<file path="src/rtl/bin_to_bcd_digits_pkg.sv">
// Shared types and constants for the binary-to-BCD display converter.
package bcd_pkg;

    typedef enum logic [1:0] {
        IDLE  = 2'd0,
        SHIFT = 2'd1,
        DONE  = 2'd2
    } state_t;

    localparam int BCD_W          = 4;
    localparam int BCD_ADJ_THRESH = 5;
    localparam int BCD_ADJ        = 3;

endpackage

</file>
<file path="src/rtl/bcd_digit_adjust.sv">
// Double-dabble digit correction: adds 3 to a BCD digit of 5 or more before it is doubled.
module bcd_digit_adjust
    import bcd_pkg::*;
(
    input  logic [BCD_W-1:0] digit_in,
    output logic [BCD_W-1:0] digit_out
);

    assign digit_out = (digit_in >= BCD_W'(BCD_ADJ_THRESH)) ? digit_in + BCD_W'(BCD_ADJ)
                                                            : digit_in;

endmodule

</file>
<file path="src/rtl/bin_to_bcd_digits.sv">
// Iterative double-dabble binary-to-BCD converter with start/done handshake and held outputs.
// Optional leading-zero blank mask is built only when BCD_LEADING_BLANK_EN is defined.
module bin_to_bcd_digits
    import bcd_pkg::*;
#(
    parameter int IN_WIDTH = 16,
    parameter int DIGITS   = 5
) (
    input  logic                      clk,
    input  logic                      reset_n,
    input  logic                      start,
    input  logic [IN_WIDTH-1:0]       bin_in,
    output logic                      busy,
    output logic                      done,
    output logic [BCD_W*DIGITS-1:0]   bcd_out,
    output logic                      overflow,
    output logic [DIGITS-1:0]         blank
);

    localparam int CNT_W = $clog2(IN_WIDTH + 1);
    localparam int BCD_TOT = BCD_W * DIGITS;

    state_t                state_reg, state_next;
    logic [IN_WIDTH-1:0]   shift_reg;
    logic [BCD_TOT-1:0]    bcd_scratch_reg;
    logic                  ovf_scratch_reg;
    logic [CNT_W-1:0]      cnt_reg;
    logic [BCD_TOT-1:0]    bcd_out_reg;
    logic                  overflow_reg;

    logic [BCD_TOT-1:0]    bcd_adj;
    logic [BCD_TOT-1:0]    bcd_shift_next;
    logic [IN_WIDTH-1:0]   shift_next;
    logic                  ovf_next;
    logic                  last_shift;
    logic                  load_en;
    logic                  shift_en;
    logic                  commit_en;

    genvar gi;
    generate
        for (gi = 0; gi < DIGITS; gi++) begin : g_adj
            bcd_digit_adjust u_adj (
                .digit_in  (bcd_scratch_reg[BCD_W*gi +: BCD_W]),
                .digit_out (bcd_adj[BCD_W*gi +: BCD_W])
            );
        end
    endgenerate

    // The bit leaving the top digit is worth 10^DIGITS, so it only feeds the sticky overflow.
    assign bcd_shift_next = {bcd_adj[BCD_TOT-2:0], shift_reg[IN_WIDTH-1]};
    assign ovf_next       = ovf_scratch_reg | bcd_adj[BCD_TOT-1];
    assign shift_next     = shift_reg << 1;
    assign last_shift     = (cnt_reg == CNT_W'(1));

    always_ff @(posedge clk or negedge reset_n) begin
        if (!reset_n) begin
            state_reg <= IDLE;
        end else begin
            state_reg <= state_next;
        end
    end

    always_comb begin
        state_next = state_reg;
        load_en    = 1'b0;
        shift_en   = 1'b0;
        commit_en  = 1'b0;
        busy       = 1'b0;
        done       = 1'b0;
        case (state_reg)
            IDLE: begin
                if (start) begin
                    load_en    = 1'b1;
                    state_next = SHIFT;
                end
            end
            SHIFT: begin
                busy     = 1'b1;
                shift_en = 1'b1;
                if (last_shift) begin
                    commit_en  = 1'b1;
                    state_next = DONE;
                end
            end
            DONE: begin
                busy       = 1'b1;
                done       = 1'b1;
                state_next = IDLE;
            end
            default: state_next = IDLE;
        endcase
    end

`ifdef BCD_LEADING_BLANK_EN
    logic [DIGITS-1:0] blank_reg;
    logic [DIGITS-1:0] blank_calc;

    generate
        for (gi = 0; gi < DIGITS; gi++) begin : g_blank
            if (gi == 0) begin : g_lsd
                assign blank_calc[gi] = 1'b0;
            end else begin : g_upper
                assign blank_calc[gi] = ~ovf_next &&
                                        (bcd_shift_next[BCD_TOT-1:BCD_W*gi] == '0);
            end
        end
    endgenerate

    assign blank = blank_reg;
`else
    assign blank = '0;
`endif

    // Results are committed on the final shift so they are valid for the whole done cycle.
    always_ff @(posedge clk or negedge reset_n) begin
        if (!reset_n) begin
            shift_reg       <= '0;
            bcd_scratch_reg <= '0;
            ovf_scratch_reg <= 1'b0;
            cnt_reg         <= '0;
            bcd_out_reg     <= '0;
            overflow_reg    <= 1'b0;
`ifdef BCD_LEADING_BLANK_EN
            blank_reg       <= '0;
`endif
        end else begin
            if (load_en) begin
                shift_reg       <= bin_in;
                bcd_scratch_reg <= '0;
                ovf_scratch_reg <= 1'b0;
                cnt_reg         <= CNT_W'(IN_WIDTH);
            end else if (shift_en) begin
                shift_reg       <= shift_next;
                bcd_scratch_reg <= bcd_shift_next;
                ovf_scratch_reg <= ovf_next;
                cnt_reg         <= cnt_reg - CNT_W'(1);
            end
            if (commit_en) begin
                bcd_out_reg  <= bcd_shift_next;
                overflow_reg <= ovf_next;
`ifdef BCD_LEADING_BLANK_EN
                blank_reg    <= blank_calc;
`endif
            end
        end
    end

    assign bcd_out  = bcd_out_reg;
    assign overflow = overflow_reg;

endmodule

</file>
<file path="config.mk">
export PLATFORM = sky130hd
export DESIGN_NAME = bin_to_bcd_digits
export DESIGN_NICKNAME = d
export VERILOG_FILES = /design/src/rtl/bin_to_bcd_digits_pkg.sv /design/src/rtl/bcd_digit_adjust.sv /design/src/rtl/bin_to_bcd_digits.sv
export SDC_FILE = /design/constraint.sdc
export NUM_CORES = 1
export LEC_CHECK = 0
export ABC_AREA = 1
export BUFFER_PORTS_ARGS = -buffer_cell sky130_fd_sc_hd__buf_2
export CORE_MARGIN = 4
export CORE_UTILIZATION = 45
export CTS_CLUSTER_DIAMETER = 120
export DETAILED_ROUTE_END_ITERATION = 7
export PLACE_DENSITY_LB_ADDON = 0.1
export SLEW_MARGIN = 20
export SYNTH_ARGS = -nofsm -noshare
export SYNTH_HDL_FRONTEND = slang
export SYNTH_SLANG_ARGS = --single-unit
</file>
<file path="constraint.sdc">
create_clock -name clk -period 3.4 [get_ports clk]
set_clock_uncertainty 0.15 [all_clocks]
set_input_delay 0.51 -clock clk [delete_from_list [all_inputs] [get_ports clk]]
set_output_delay 0.51 -clock clk [all_outputs]
set_load 0.01 [all_outputs]
</file>
After elaboration in Yosys (flattened, before gate mapping)
Cells that the tools add are included.
{"block": "op_classes", "add_sub_neg": 6, "n_lt_le_gt_ge": 5, "n_eq_ne": 5, "mux": 23, "bitwise_logic": 1, "n_reduce_logical": 4}
{"operator": "$mux 20", "count": 2}
{"operator": "$mux 16", "count": 2}
{"operator": "$add 4x2->4 const B", "count": 5}
{"operator": "$ge 4x3->1 const B", "count": 5}
{"operator": "$mux 4", "count": 5}
{"operator": "$mux 5", "count": 2}
{"operator": "$mux 1", "count": 9}
{"operator": "$eq 5x1->1 const B", "count": 1}
{"operator": "$sub 5x1->5 const B", "count": 1}
{"operator": "$mux 2", "count": 2}
{"operator": "$ne 2x2->1 const B", "count": 2}
{"operator": "$pmux 2 s2", "count": 1}
{"operator": "$eq 2x1->1 const B", "count": 1}
{"operator": "$eq 2x2->1 const B", "count": 1}
{"operator": "$logic_not 2->1", "count": 1}
{"operator": "$reduce_and 2->1", "count": 1}
{"operator": "$reduce_bool 2->1", "count": 1}
{"operator": "$reduce_or 2->1", "count": 1}
{"operator": "$or 1x1->1", "count": 1}
{"block": "totals", "reg_bits": 65, "output_inout_bits": 28}

Depth between registers and ports, before layout
{"block": "depth", "depth_word": 5, "mapped_depth": 9, "mapped_depth_nobuf": 9}

By module
Synthesis repeated with hierarchy kept, for this count alone.
{"block": "hier_totals", "cells_unflattened": 431, "hier_area_um2": 3510.9}
{"mod": "bin_to_bcd_digits", "n_inst": 1, "cells_each": 316, "area_per_inst_um2": 2835.2}
{"mod": "bcd_digit_adjust", "n_inst": 5, "cells_each": 23, "area_per_inst_um2": 135.1}

Worst setup path after synthesis
Ideal clock, no wire load.
{"block": "synth_path", "kind": "flip-flop to flip-flop", "startpoint": "register state_reg[0]", "endpoint": "register shift_reg[14]", "setup_time_ps": 130, "arrival_time_ps": 1269, "setup_slack_ps": 1851, "stages_incl_launch_ff": 9, "synth_period_minus_slack_ps": 1549, "path_cell_list": "dfrtp_1 -> inv_1 -> ha_1 -> nand2_1 -> nand2_1 -> inv_1 -> buf_4 -> nand2_1 -> o211ai_1"}
{"block": "synth_via", "elab_chain_cells": 3}
{"element": "start: declaration", "line": "bin_to_bcd_digits.sv:23", "text": "state_t state_reg, state_next;"}
{"element": "start signal: assignment", "line": "bin_to_bcd_digits.sv:60", "text": "state_reg <= state_next;"}
{"element": "$eq 2x1->1 or $logic_not 2->1 (tied branches)", "line": "bin_to_bcd_digits.sv:71", "text": "case (state_reg)"}
{"element": "$mux 1", "line": "bin_to_bcd_digits.sv:71"}
{"element": "$reduce_bool 2->1 (no line) or $mux 16 (tied branches)"}
{"element": "end signal: assignment", "line": "bin_to_bcd_digits.sv:129", "text": "shift_reg <= bin_in;"}
{"element": "end signal: assignment", "line": "bin_to_bcd_digits.sv:134", "text": "shift_reg <= shift_next;"}
{"element": "end: declaration", "line": "bin_to_bcd_digits.sv:24", "text": "logic [IN_WIDTH-1:0] shift_reg;"}
Several ways; a longest one is shown, not always the timed one.
A chain may end at the register's enable or synchronous reset.

Worst setup path after layout
{"block": "layout_path", "startpoint": "register state_reg[1]", "endpoint": "register bcd_scratch_reg[12]"}
{"block": "layout_via", "elab_chain_cells": 3}
{"element": "$eq 2x1->1 or $logic_not 2->1 (tied branches)", "line": "bin_to_bcd_digits.sv:71"}
{"element": "$mux 1", "line": "bin_to_bcd_digits.sv:71"}
{"element": "$reduce_bool 2->1 (no line) or $mux 20 (tied branches)"}
{"element": "end signal: assignment", "line": "bin_to_bcd_digits.sv:135", "text": "bcd_scratch_reg <= bcd_shift_next;"}
{"element": "end: declaration", "line": "bin_to_bcd_digits.sv:25", "text": "logic [BCD_TOT-1:0] bcd_scratch_reg;"}
Several ways; a longest one is shown, not always the timed one.

==> metrics.md <==
| Metric | Value |
|---|---|
| Overall fraction of global-route tracks in use | `0.1689` |
| Proportion of synthesized flip-flops having asynchronous set or reset | `1.000` |
| Slew Limit Fails | `0` |
| Static Leak | `0.002082 µW` |
| Worst hold slack | `0.04116 ns` |
| Post-layout total power | `2240 µW` |
| Mapped Area | `3264 µm²` |
| Post-CTS setup repair buffer count | `0` |
| Core box area | `6907 µm²` |
| Required time worst endpoint | `3.53 ns` |
| Post-synthesis sequential area ratio | `0.4983` |
| Result of the run | `completed` |
| Cell area reported after detailed placement | `3533 µm²` |
| Wire length of the first global-routing pass | `11,560 µm` |
| Minimum clock period after layout | `roughly 2.4 ns` |
| Main synth FF type | `sky130_fd_sc_hd__dfrtp_1` |
| Start point of the critical path | `state_reg[1]` |
| Post-synth cell types | `19` |
| Number of clock sinks | `65` |
| Via total after detailed routing | `2,627` |
| Weighted congestion reported at the end of routability-driven placement | `0.7970` |
| DIE WIDTH | `93.17 µm` |
| Final routed wire length divided by cell count | `12.30 µm` |
| Root Driver | `sky130_fd_sc_hd__clkbuf_8` |
| Vias in the first global route | `2,587` |
| Tightest Hold Check Type | `input port to async pin` |
| Worst Setup End Kind | `flip-flop` |
| Max-slew headroom | `0.4903` |
| PwrDens | `609.1 nW/µm²` |
| Critical path's slowest cell | `sky130_fd_sc_hd__inv_1` |
| Max IR drop VDD | `between 0.0006 and 0.0007 V` |
| Cell-by-cell trace of the critical path | `inv_1, ha_1, nand2_1, inv_1, nand3_1, nand2_1` |
| Die Y | `93.17 µm` |
| Remaining number of nets flagged by the antenna check after routing | `0` |
| Critical path arrival | `2.50 ns` |
| Final hold vios | `0` |
| Violation count after the first detailed-routing iteration | `86` |
| Post-CTS resize count | `0` |
| Crit share post-route | `0.6969` |
| Worst-path clk slew | `0.07 ns` |
| Cell with the most instances after synthesis | `sky130_fd_sc_hd__nand2_1` |
| Number of CTS-inserted buffers | `9` |
| Cells after DPL | `roughly 530` |
| Maxcap violations | `0` |
| Synth top cells by count | `sky130_fd_sc_hd__nand2_1 (153), sky130_fd_sc_hd__dfrtp_1 (65), sky130_fd_sc_hd__nand3_1 (50)` |
| Share of final-layout standard cells stronger than drive strength 1 | `0.1320` |
| Drt first pass iters | `4` |
| Worst slew pin tran | `0.7637 ns` |
| Top cells by area, synth | `sky130_fd_sc_hd__dfrtp_1 (50%), sky130_fd_sc_hd__nand2_1 (18%), sky130_fd_sc_hd__nand3_1 (7.7%), sky130_fd_sc_hd__ha_1 (6.5%), sky130_fd_sc_hd__inv_1 (5.2%)` |
| P&R area growth vs syn | `12.65%` |
| Most area-hungry cell type in the Yosys netlist | `sky130_fd_sc_hd__dfrtp_1` |
| Warnings, synthesis | `0` |
| Std cell rows | `30` |
| Synthesized-area fraction occupied by xor and xnor cells | `0` |
| Type of the setup path with the least slack | `flip-flop to flip-flop` |
| Nature of the critical path startpoint | `flip-flop` |
| Fin area | `around 3700 µm²` |
| Clock tree from TritonCTS | `built` |
| Top-area cell type share of the netlist area | `0.4983` |
| Vias per std cell | `4.838` |
| Basic-gate share of the synthesized area counting and, or, nand and nor cells | `0.2652` |
| Skew-Pair Late Insertion Delay | `0.34 ns` |
| Final nets | `480` |
| Portion of netlist area occupied by mux cells | `0.009199` |
| Reg2Reg Launch Point | `state_reg[1]` |
| Max frequency | `0.4220 GHz` |
| CTS Hold Bufs | `0` |
| Count of mapped cells out of synthesis | `400` |
| Largest buffer count on any clock path | `2` |
| Count of state elements after synthesis | `65` |
| Max incr delay on CP | `0.69 ns` |
| Sum Neg Setup Slack | `0 ns` |
| Final Non-Filler Cells | `543` |
| Average size of a mapped cell | `8.161 µm²` |
| Unrepaired setup endpoints after global routing | `false` |
| Number of failing setup endpoints in the final timing report | `0` |
| Total wire length | `6680 µm` |
| I/O Pins | `47` |
| Antenna violations before repair | `0` |
| Overflow left after global routing | `0` |
| Area enclosed by the die boundary | `8681 µm²` |
| Pin count of the biggest net entering global routing | `29` |
| Number of port buffers | `41` |
| Post-route DRC | `0` |
| Compound-gate portion of the synthesized area | `0.07474` |
| Final HPWL DP | `4660 µm` |
| Number of synthesized flops with an enable pin | `0` |
| Crit path max fanout | `23` |
| Path depth of the worst reg2reg path | `6` |
| Adder and majority cell fraction of the synthesized area | `0.06516` |
| Antenna Cells | `0` |
| H-Tree Depth | `3` |
| Effective utilization at floorplan | `0.4726` |
| Largest family of logic cells by synthesized area | `simple AND/OR/NAND/NOR gates` |
[metal layers]
metal  global-route usage  vias up  part of all wire
met2               0.2681       55              0.46
li1                     -     1355                 -
met3              0.03379       17             0.036
met1               0.2141     1200              0.48
met4              0.09768        0             0.031
met5                    0        -                 0
[area by class of cell]
cell class / instances / area [µm²]
Timing Repair Buffer: 45 / 235.2
Clock inverter: 1 / 5.005
Fill cell: 679 / 3229
Clock buffer: 13 / 138.9
Tap cell: 96 / 120.1
Multi-Input combinational cell: 275 / 1371
Sequential cell: 65 / 1627
Inverter: 48 / 180.2
[cells by family (layout without fill, tap and decap cells)]
logic type      after synthesis  after routing
compound gates               39             39
fa+ha+maj                    17             17
buf+inv                      64            107
flops                        65             65
mux                           3              3
other cells                   1              5
simple gates                211            211
[where the power goes]
part	internal, µW	switching, µW	leakage (µW)
clock	256	270	0.0000733
combinational	228	484	0.00114
sequential	928	74.1	0.000873
total	1410	828	0.00208
[critical path: cells and delay by family (launching register included)]
family / cells / cell delay (ns)
flops: 1 / 0.41
simple gates: 3 / 0.62
fa+ha+maj: 1 / 0.30
buf+inv: 2 / 0.82
[final timing paths]
kind	end	slack, ns
worst max-delay path	bcd_scratch_reg[12]	1.03
worst min-delay path	bcd_out[11]	0.04
worst max register to register	bcd_scratch_reg[12]	1.03
worst min register to register	bcd_out[17]	0.32
max in group asynchronous	bcd_scratch_reg[10]	2.34
min in group clk	shift_reg[0]	0.22
[stage by stage]
stage | setup WS (ns) | util
2_1_floorplan | 1.851 | -
3_3_place_gp | 1.092 | 0.5116
3_5_place_dp | 1.040 | 0.5116
4_1_cts | 1.019 | 0.5324
5_1_grt | 0.7829 | 0.5324
6_report | 1.030 | 0.5324
[layout by cell type (no fill, tap or decap), drive strengths merged]
cell type | Yosys | final
nand2 | 153 | 153
dfrtp | 65 | 65
nand3 | 50 | 50
inv | 48 | 48
buf | 15 | 45
o21ai | 19 | 19
ha | 17 | 17
clkbuf | 1 | 13
o221ai | 9 | 9
nor2 | 6 | 6
o211ai | 5 | 5
conb | 1 | 5
a21oi | 4 | 4
mux2i | 3 | 3
o22ai | 2 | 2
nand4 | 1 | 1
and2 | 1 | 1
clkinv | 0 | 1
Power figures use the tool's default switching activity.
